**config.mk**
```make
export PLATFORM = sky130hd
export DESIGN_NAME = half_adder_pipe
export DESIGN_NICKNAME = d
export VERILOG_FILES = /design/src/rtl/half_adder_pkg.sv /design/src/rtl/half_adder_bit.sv /design/src/rtl/half_adder_pipe.sv
export SDC_FILE = /design/constraint.sdc
export NUM_CORES = 1
export LEC_CHECK = 0
export ABC_CLOCK_PERIOD_IN_PS = 1200
export CORE_AREA = 5 5 42 44
export CTS_CLUSTER_DIAMETER = 200
export DETAILED_ROUTE_END_ITERATION = 7
export DIE_AREA = 0 0 47 49
export PLACE_DENSITY = 0.42
export SYNTH_ARGS = -nofsm -noshare
export SYNTH_HDL_FRONTEND = slang
export SYNTH_SLANG_ARGS = --single-unit
export TNS_END_PERCENT = 50
```
**constraint.sdc**
```tcl
create_clock -name clk -period 1.2 [get_ports clk]
set_input_delay 0.24 -clock clk [delete_from_list [all_inputs] [get_ports clk]]
set_output_delay 0.24 -clock clk [all_outputs]
set_load 0.05 [all_outputs]
```
**src/rtl/half_adder_pkg.sv**
```systemverilog
// Shared constants, types and helpers for the half_adder_pipe leaf adder.
package half_adder_pkg;

    localparam int unsigned HA_MAX_WIDTH = 64;

    // Upper bound used for the saturating statistics counter.
    typedef logic [HA_MAX_WIDTH-1:0] ha_sat_lim_t;

    function automatic int unsigned ha_cnt_w(input int unsigned width);
        int unsigned w;
        w = $clog2(width + 1);
        return (w < 1) ? 1 : w;
    endfunction

    function automatic ha_sat_lim_t ha_sat_lim(input int unsigned cnt_w);
        ha_sat_lim_t lim;
        lim = '0;
        for (int unsigned i = 0; i < cnt_w && i < HA_MAX_WIDTH; i++) begin
            lim[i] = 1'b1;
        end
        return lim;
    endfunction

endpackage

```
**src/rtl/half_adder_bit.sv**
```systemverilog
// Single combinational half-adder lane: s = a ^ b, c = a & b.
module half_adder_bit (
    input  logic a,
    input  logic b,
    output logic s,
    output logic c
);

    assign s = a ^ b;
    assign c = a & b;

endmodule

```
**src/rtl/half_adder_pipe.sv**
```systemverilog
// WIDTH-lane half adder with combinational and registered outputs plus carry popcount.
// Optional carry-event statistics counter enabled by defining HALF_ADDER_STATS_EN.
module half_adder_pipe
    import half_adder_pkg::*;
#(
    parameter int unsigned WIDTH = 1,
    parameter int unsigned CNT_W = 16
) (
    input  logic                        clk,
    input  logic                        rst,
    input  logic [WIDTH-1:0]            a,
    input  logic [WIDTH-1:0]            b,
    input  logic                        in_valid,
    output logic [WIDTH-1:0]            s,
    output logic [WIDTH-1:0]            c,
    output logic [WIDTH-1:0]            s_q,
    output logic [WIDTH-1:0]            c_q,
    output logic [ha_cnt_w(WIDTH)-1:0]  c_cnt_q,
    output logic                        out_valid
`ifdef HALF_ADDER_STATS_EN
    ,
    output logic [CNT_W-1:0]            stat_cnt
`endif
);

    localparam int unsigned CW = ha_cnt_w(WIDTH);

    if (WIDTH < 1 || WIDTH > HA_MAX_WIDTH) begin : g_bad_width
        $error("half_adder_pipe: WIDTH out of range 1..%0d", HA_MAX_WIDTH);
    end
    if (CNT_W < 1 || CNT_W > HA_MAX_WIDTH) begin : g_bad_cnt_w
        $error("half_adder_pipe: CNT_W out of range 1..%0d", HA_MAX_WIDTH);
    end

    for (genvar i = 0; i < WIDTH; i++) begin : g_lane
        half_adder_bit u_bit (
            .a (a[i]),
            .b (b[i]),
            .s (s[i]),
            .c (c[i])
        );
    end

    logic [CW-1:0] c_cnt;

    always_comb begin
        c_cnt = '0;
        for (int unsigned i = 0; i < WIDTH; i++) begin
            c_cnt = c_cnt + CW'(c[i]);
        end
    end

    // Registered data only loads on capture so X on idle inputs never reaches state.
    always_ff @(posedge clk) begin
        if (rst) begin
            s_q       <= '0;
            c_q       <= '0;
            c_cnt_q   <= '0;
            out_valid <= 1'b0;
        end else begin
            out_valid <= in_valid;
            if (in_valid) begin
                s_q     <= s;
                c_q     <= c;
                c_cnt_q <= c_cnt;
            end
        end
    end

`ifdef HALF_ADDER_STATS_EN
    localparam ha_sat_lim_t STAT_MAX = ha_sat_lim(CNT_W);

    always_ff @(posedge clk) begin
        if (rst) begin
            stat_cnt <= '0;
        end else if (in_valid && (c != '0) && (stat_cnt != STAT_MAX[CNT_W-1:0])) begin
            stat_cnt <= stat_cnt + 1'b1;
        end
    end
`endif

endmodule

```
==> flow_summary_export.csv <==
group,metric,value,unit
drt,remaining_drc_errors,0,
setup_path,worstPathCellList,"dlygate4sd2_1 -> ha_4 -> buf_12",
power_and_ir_drop,p_per_area,1293,nW/um^2
outcome,outcome,"completed",
power_and_ir_drop,power,417.5,uW
setup_path,max_stage_delay,0.28,ns
timing,max_slew_margin,84.34,%
drt,drt-wirelength-per-cell,9.821,microns
clocking,clockBufferDepth,2,
global_route,grt_pass1_vias,140,
drt,vias,121,
setup_path,worst_ep_required_time,0.96,ns
clocking,clkSinkCount,3,
synthesis,synth_cells,10,
hold_path,hp-class,"in -> reg",
place,place_congestion,0.7261,
global_route,overflow,0,
timing,setup_slack,0.04352,ns
setup_path,worstPathArrival,0.92,ns
floorplan,start_util,8.125,%
clocking,numCtsBuffers,3,
global_route,grt_pass1_wl,641,microns
timing,fin_crit_sh,96.37,%
floorplan,die_w,47,microns
synthesis,ys_seq_area_share,52.75,%
clocking,insertion_delay,0.23,ns
synthesis,yosysWarnings,0,
setup_path,cp-end-kind,"primary output",
final_layout,nets,30,
place,post-place-ws,-0.2037,ns
setup_path,cp_slowest_cell,"ha_4",
floorplan,rows,14,
final_layout,final_layout_size_suffix_gt1_share,43.48,%
place,portBuffers,10,
clocking,cts_root_buf,"clkbuf_4",
global_route,grt_max_degree,4,
floorplan,fp.dieArea,2303,sq um
synthesis,ys_seq_elements,3,
global_route,track_usage,4.574,%
drt,viasPerCell,3.103,
place,place_area,286.5,sq um
drt,drtPass1Iterations,1,
synthesis,synth_nets,16,
synthesis,synth.distinct_cells,6,
final_layout,fin_area,322.8,sq um
timing,fin_crit,1.156,ns
setup_path,crit_path_start_kind,"primary input",
clocking,ctsResizeCount,3,
power_and_ir_drop,power.leakage,0.0001355,uW
floorplan,dieHeight,49,microns
clocking,htree_levels,1,
final_layout,num_antenna_cells,0,
clocking,postCtsSetupRepairBufs,0,
setup_path,path_max_fanout,2,
power_and_ir_drop,ir_worst_vdd,480.9,uV
setup_path,worst-setup-path-type,"in -> out",
clocking,cts_hold_buf,0,
drt,postRouteAntennaNets,0,
timing,fin_worst_skew,0,ns
timing,report.final.slew_viol_count,0,
flow_run,maxCapViolCount,0,
floorplan,io_pins,11,
timing,setup_violations,0,
floorplan,coreArea,1401,sq um
final_layout,area_growth_syn_to_layout,183.5,%
clocking,clk_pin_slew_worst_paths,0.04,ns
synthesis,netlist_area,113.9,sq um
global_route,antenna_found_initial,0,
drt,drt_iter0_drc,0,
drt,totalWireLength,383,microns
timing,rsz0062_at_grt,"false",
timing,hold_viol,0,
timing,fmax,864.7,MHz
final_layout,final_util,23.04,%
synthesis,avgSynthCellArea,11.39,sq um
timing,tightest_slew,0.2346,ns
clocking,cts_tree,"yes",
==> cells in the final DEF (no fill, tap or decap) <==
cell and count:
nor2_1 2, buf_12 6, clkdlybuf4s50_1 2, ha_4 1
clkbuf_4 3, mux2i_1 2, nor2b_1 1, clkbuf_1 1
dfxtp_1 3, dlygate4sd2_1 2
==> synthesized netlist by cell type <==
cell	instances	area [sq um]
dfxtp_1	3	60.06
ha_1	1	12.51
buf_4	1	7.510
nor2_1	2	7.510
mux2i_1	2	20.02
nor2b_1	1	6.260
==> sequential cells by signal, summed over array words and instances (netlist names) <==
| signal | count |
|---|---|
| c_cnt_q | 1 |
| s_q | 1 |
| out_valid | 1 |
==> area by class of cell <==
class                   instances  area (sq um)
multi-input cells               6         58.81
clock buffers                   4         26.28
flip-flops and latches          3         60.06
repair buffers                 10         157.7
well taps                      16         20.02
fillers                       160          1079
==> worst max-delay path: cells and delay by family <==
family                   cells  cell delay, ns
buffers and inverters        2            0.39
adder cells (fa/ha/maj)      1            0.28
==> final timing paths <==
| kind | to | from | cells past startpoint | slack, ns |
|---|---|---|---|---|
| worst min-delay path | s_q | a | 4 | 0.57 |
| worst max register to register | c_cnt_q | c_cnt_q | 2 | 0.51 |
| worst min register to register | s_q | s_q | 2 | 0.57 |
| worst max-delay path | s | b | 3 | 0.04 |
==> metal layers <==
| metal | vias to the layer above | GRT usage [%] | wire [microns] |
|---|---|---|---|
| met5 | - | 0 | 0 |
| met1 | 48 | 5.263 | 176 |
| met2 | 13 | 4.299 | 121 |
| met3 | 0 | 7.011 | 85 |
| li1 | 60 | - | - |
| met4 | 0 | 1.382 | 0 |
==> power breakdown <==
part | internal (uW) | switching [uW] | total [uW]
Clock | 125 | 51.0 | 176
Sequential | 106 | 7.16 | 113
Combinational | 66.7 | 62.0 | 129
==> logic make-up after synthesis <==
| group | count (synthesis) | synth area share (%) |
|---|---|---|
| adder cells (fa/ha/maj) | 1 | 10.99 |
| flip-flops | 3 | 52.75 |
| buffers and inverters | 1 | 6.596 |
| multiplexers | 2 | 17.58 |
| AND/OR/NAND/NOR | 3 | 12.09 |
==> per-stage QoR <==
step | hold WS (ns) | instances | TNS, ns
2_1_floorplan | 0.3116 | 10 | 0
3_3_place_gp | 0.5462 | 35 | -0.4566
3_5_place_dp | 0.5631 | 35 | -0.4448
4_1_cts | 0.5639 | 39 | 0
5_1_grt | 0.5886 | 39 | 0
6_report | 0.5671 | 39 | 0
Note: power is estimated with default switching activity, not from simulation.
